==> config.mk <==
export PLATFORM = sky130hd
export DESIGN_NAME = reg_file_sb
export DESIGN_NICKNAME = d
export VERILOG_FILES = /design/src/rtl/reg_file_sb.sv
export SDC_FILE = /design/constraint.sdc
export NUM_CORES = 2
export LEC_CHECK = 0
export ABC_AREA = 1
export CAP_MARGIN = 30
export CORE_MARGIN = 2
export CORE_UTILIZATION = 55
export CTS_BUF_LIST = sky130_fd_sc_hd__clkbuf_2 sky130_fd_sc_hd__clkbuf_4 sky130_fd_sc_hd__clkbuf_8
export CTS_CLUSTER_SIZE = 12
export DETAILED_ROUTE_END_ITERATION = 10
export PLACE_DENSITY = 0.72
export SLEW_MARGIN = 40
export SYNTH_ARGS = -nofsm -noshare
export SYNTH_HDL_FRONTEND = slang
export SYNTH_SLANG_ARGS = --single-unit
export TNS_END_PERCENT = 30
==> constraint.sdc <==
create_clock -name clk_in -period 37.5 [get_ports clk_in]
set_input_delay 3.75 -clock clk_in [delete_from_list [all_inputs] [get_ports clk_in]]
set_output_delay 3.75 -clock clk_in [all_outputs]
set_load 0.02 [all_outputs]
==> src/rtl/reg_file_sb.sv <==
// rtl/reg_file_sb.sv - architectural register file with per-register pending-write scoreboard
//
// Two combinational read ports serve decode, one write port serves writeback.
// Each register r != 0 has a saturating outstanding-write counter: decode
// reserves rd on issue (increment), writeback releases it (decrement).
//
// Optional build macro: REGFILE_BYPASS_EN (write-through forwarding of the
// writeback port onto the read ports in the same cycle).
//
// Ports:
//   clk_in, rst_in              clock (rising edge), async active-high reset
//   rdy_in                      global enable; low freezes all state
//   read_flag_n/reg_read_n      read port n enable and index (n = 1, 2)
//   read_data_n/pending_n       read port n data and outstanding-write flag
//   issue_flag/issue_rd         reserve destination issue_rd
//   issue_full                  issue_rd counter saturated; issue is dropped
//   wb_flag/wb_addr/wb_data     writeback write port

module reg_file_sb #(
    parameter int ADDR_W = 5,
    parameter int DATA_W = 32,
    parameter int PEND_W = 2
) (
    input  logic              clk_in,
    input  logic              rst_in,
    input  logic              rdy_in,
    input  logic              read_flag_1,
    input  logic [ADDR_W-1:0] reg_read_1,
    output logic [DATA_W-1:0] read_data_1,
    output logic              pending_1,
    input  logic              read_flag_2,
    input  logic [ADDR_W-1:0] reg_read_2,
    output logic [DATA_W-1:0] read_data_2,
    output logic              pending_2,
    input  logic              issue_flag,
    input  logic [ADDR_W-1:0] issue_rd,
    output logic              issue_full,
    input  logic              wb_flag,
    input  logic [ADDR_W-1:0] wb_addr,
    input  logic [DATA_W-1:0] wb_data
);

    localparam int NREG = 1 << ADDR_W;
    localparam logic [PEND_W-1:0] CNT_MAX = '1;
    localparam logic [PEND_W-1:0] CNT_ONE = PEND_W'(1);

    logic [DATA_W-1:0] regs_q [NREG];
    logic [DATA_W-1:0] regs_d [NREG];
    logic [PEND_W-1:0] cnt_q  [NREG];
    logic [PEND_W-1:0] cnt_d  [NREG];

    logic wb_en;
    logic full_raw;
    logic issue_ok;
    logic inc_r;
    logic dec_r;

    assign wb_en    = rdy_in && wb_flag && (wb_addr != '0);
    assign full_raw = issue_flag && (issue_rd != '0) && (cnt_q[issue_rd] == CNT_MAX);
    // Outputs are forced quiet while reset is held, independent of stored state.
    assign issue_full = !rst_in && full_raw;
    assign issue_ok   = issue_flag && (issue_rd != '0) && !full_raw;

    always_comb begin
        read_data_1 = '0;
        pending_1   = 1'b0;
        if (!rst_in && read_flag_1) begin
            read_data_1 = regs_q[reg_read_1];
            pending_1   = (cnt_q[reg_read_1] != '0);
`ifdef REGFILE_BYPASS_EN
            if (wb_en && (wb_addr == reg_read_1)) begin
                read_data_1 = wb_data;
                // The last outstanding write is landing now, so it no longer blocks.
                if (cnt_q[reg_read_1] == CNT_ONE) begin
                    pending_1 = 1'b0;
                end
            end
`endif
        end
    end

    always_comb begin
        read_data_2 = '0;
        pending_2   = 1'b0;
        if (!rst_in && read_flag_2) begin
            read_data_2 = regs_q[reg_read_2];
            pending_2   = (cnt_q[reg_read_2] != '0);
`ifdef REGFILE_BYPASS_EN
            if (wb_en && (wb_addr == reg_read_2)) begin
                read_data_2 = wb_data;
                if (cnt_q[reg_read_2] == CNT_ONE) begin
                    pending_2 = 1'b0;
                end
            end
`endif
        end
    end

    // Register 0 is hardwired: its data and counter never leave zero.
    always_comb begin
        inc_r     = 1'b0;
        dec_r     = 1'b0;
        regs_d[0] = '0;
        cnt_d[0]  = '0;
        for (int r = 1; r < NREG; r++) begin
            regs_d[r] = regs_q[r];
            cnt_d[r]  = cnt_q[r];
            if (wb_en && (wb_addr == ADDR_W'(r))) begin
                regs_d[r] = wb_data;
            end
            inc_r = issue_ok && (issue_rd == ADDR_W'(r));
            // A writeback with nothing outstanding still writes data but never underflows.
            dec_r = wb_flag && (wb_addr == ADDR_W'(r)) && (cnt_q[r] != '0);
            if (inc_r && !dec_r) begin
                cnt_d[r] = cnt_q[r] + CNT_ONE;
            end else if (dec_r && !inc_r) begin
                cnt_d[r] = cnt_q[r] - CNT_ONE;
            end
        end
    end

    always_ff @(posedge clk_in or posedge rst_in) begin
        if (rst_in) begin
            for (int r = 0; r < NREG; r++) begin
                regs_q[r] <= '0;
                cnt_q[r]  <= '0;
            end
        end else if (rdy_in) begin
            regs_q <= regs_d;
            cnt_q  <= cnt_d;
        end
    end

endmodule
==> reports/qor.yml <==
yosys_register_bits: 1054
clock_path_buffers: 3
skew_ns: 0.0320
synthToLayoutAreaGrowth_pct: 8.65
start_util_pct: 55.5
antenna_found_initial: 8
ys_warn_count: 0
finalNonFillerCells: 9308
outcome: "complete, no violations"
hold_depth: 1
ff2ff_path_depth: 14
first_iter_violations: 8835
worstPathMaxFanout: 94
avgViaCountPerCell: 6.38
worstPathArrival_ns: 8.05
routed_wl_mm: 222
tritoncts: "done"
maxCapViolations: 0
syn_nets: 8138
core.rowCount: 120
fin_util_pct: 60.3
intPower_uw: 2180
numCtsBuffers: 181
vias: 59405
finalSetupViolations: 0
p_comb_share_pct: 19.5
post_cts_buffers: 0
period_minus_slack_ns: 11.80
netlist_instances: 8048
clock_power_share_pct: 35.9
cp_cell_sequence: "buf_8, inv_6, nand2_2, inv_2, buf_4, nand2_1, nand4_1, nand3_1, nand2_1, nor2_1, nor2_1, clkdlybuf4s50_1"
crit_path_start_kind: "input port"
max_clock_freq_mhz: 84.7
hold_class: "reg2reg"
ir_drop_mv: 0.0421
place_congestion: 0.907
io_pins: 126
synth-seq-area-share_pct: 44.2
grt_start_max_net_pins: 167
required_ns: 33.75
worst_setup_path_end_kind: "output pin"
synth_top_cell_area_share_pct: 44.2
synth-edff-count: 0
slew_headroom_pct: 37.3
yosysMostFrequentCell: "nand2_1"
fin_nets: 7836
tightest_slew_ns: 0.940
dp.final_hpwl_mm: 120
swShare_pct: 32.6
clock-sinks: 1054
p_seq_share_pct: 44.6
syn_area_per_cell_um2: 7.41
timing.setup.tns_ns: 0
p_leak_uw: 0.0286
finalHoldViolCount: 0
synth_common_cells: "1749 x nand2_1, 1541 x o21ai_0, 1054 x dfrtp_1"
crit_slowest_cell: "clkdlybuf4s50_1"
critPathMaxStageDelay_ns: 0.72
post-route-period-util_pct: 31.5
grt_pass1_vias: 55717
io_buffers: 125
grt_pass1_wl_mm: 336
drive_above_1_share_pct: 7.68
drv_slew: 0
switchingPower_uw: 1050
clock_tree.root_cell: "clkbuf_8"
p_per_area_nw_per_um2: 49.9
fp.dieW_um: 333
antenna_left: 0
dieHeight_um: 333
die_area_um2: 111000
cts.clk_slew.worst_paths_ns: 0.06
postCtsHoldBufs: 0
grt_use_total_pct: 39.5
drc: 0
routedWlPerCell_um: 23.9
synth_cell_types: 40
synth_area_um2: 59600
rsz0062_at_grt: "no"
async_reset_ff_share_pct: 100
worstSkewPairLatency_ns: 0.89
grt_overflow_total: 0
netlist.top_cell.by_area: "dfrtp_1"
synth_flop_cell: "dfrtp_1"
core_um2: 107000
dr.pass1.iters: 9
synth_area_leaders: "dfrtp_1 44%, o21ai_0 13%, nand2_1 11%"
placed_cells: 8965
crit_type: "in2out"
cts_max_level: 4
cts_resized: 0
-- power groups by stage --
stage / clock (uW) / combinational, uW / sequential, uW
final: 1160 / 630 / 1440
after global routing: 1210 / 704 / 1460
after CTS: 1160 / 616 / 1440
after detailed placement: 0 / 614 / 1450
after global placement: 0 / 593 / 1450
after floorplan: 0 / 454 / 1430
-- cell families (layout without fill, tap and decap cells) --
kind of cell | count (synthesis) | after routing | share of synthesized area, %
AOI/OAI and AO/OA | 2705 | 2705 | 24.7
xor gates and xnor gates | 62 | 62 | 0.911
adders and majority gates | 31 | 31 | 0.651
buffers and inverters | 1236 | 1083 | 8.72
DFF | 1054 | 1054 | 44.2
other | 0 | 10 | 0
and+or+nand+nor | 2960 | 2960 | 20.7
-- worst paths after layout --
| kind | startpoint | end | slack [ns] |
|---|---|---|---|
| max in group asynchronous | rst_in | regs_q[9] | 31.16 |
| worst min register to register | cnt_q[22] | cnt_q[22] | 0.47 |
| min in group asynchronous | rst_in | regs_q[902] | 3.58 |
| worst max register to register | cnt_q[35] | cnt_q[23] | 34.72 |
| worst min-delay path | cnt_q[22] | cnt_q[22] | 0.47 |
| worst max-delay path | reg_read_2[0] | read_data_2[27] | 25.70 |
-- layout by cell type, fill, tap and decap left out, types with 5 or more instances in the layout --
master and instances:
diode_2 10, clkbuf_8 247, o31ai_1 5, o21ai_1 126, a31oi_1 10, buf_4 42, nand4_1 39, and3_1 10
o221ai_1 7, nand2_8 10, nor4_4 5, o211ai_1 252, o21ai_0 1541, nor3_1 10, clkdlybuf4s50_1 113, dfrtp_1 1054
inv_1 487, a21boi_0 31, xor2_1 58, clkinvlp_4 8, nor2_2 7, nand3b_1 5, nand3_4 16, nand3_1 641
nor2_1 457, nand2_1 1748, buf_12 7, o21ai_2 84, o2111ai_1 17, buf_6 40, clkbuf_4 55, o22ai_1 35
clkinv_2 22, inv_2 31, a21oi_1 587, a22oi_1 8, clkinv_1 11, ha_1 31
-- through the flow --
| step | area, um2 | setup WS [ns] | total power (uW) | hold WS [ns] |
|---|---|---|---|---|
| 2_1_floorplan | 59600 | 4.06 | 1880 | 0.442 |
| 3_3_place_gp | 60400 | 26.09 | 2040 | 0.456 |
| 3_5_place_dp | 60600 | 26.03 | 2070 | 0.461 |
| 4_1_cts | 64600 | 26.02 | 3220 | 0.475 |
| 5_1_grt | 64800 | 25.62 | 3380 | 0.493 |
| 6_report | 64800 | 25.70 | 3230 | 0.471 |
-- worst max-delay path: cells and delay by family --
kind                   cells  cell delay (ns)
AND/OR/NAND/NOR            7             1.54
buffers and inverters      5             2.65
-- final cells by class --
| class | instances | area [um2] |
|---|---|---|
| fill | 9708 | 42600 |
| multi-input combinational | 5758 | 28300 |
| sequential | 1054 | 26400 |
| clock buffer | 300 | 3780 |
| timing repair buffer | 213 | 2240 |
| inverter | 538 | 2060 |
| tap | 1403 | 1760 |
| clock inverter | 32 | 245 |
| antenna | 10 | 25.0 |
-- sequential cells by signal, indices dropped and copies added (netlist names) --
register / count
cnt_q: 62
regs_q: 992
-- layer usage --
| layer | wire, um | up-vias | global-route usage [%] |
|---|---|---|---|
| li1 | - | 26518 | - |
| met4 | 14200 | 2 | 23.8 |
| met3 | 30300 | 890 | 11.9 |
| met2 | 93400 | 4122 | 57.9 |
| met1 | 84400 | 27873 | 51.4 |
| met5 | 10 | - | 0 |
Note: power is estimated with default switching activity, not from simulation.
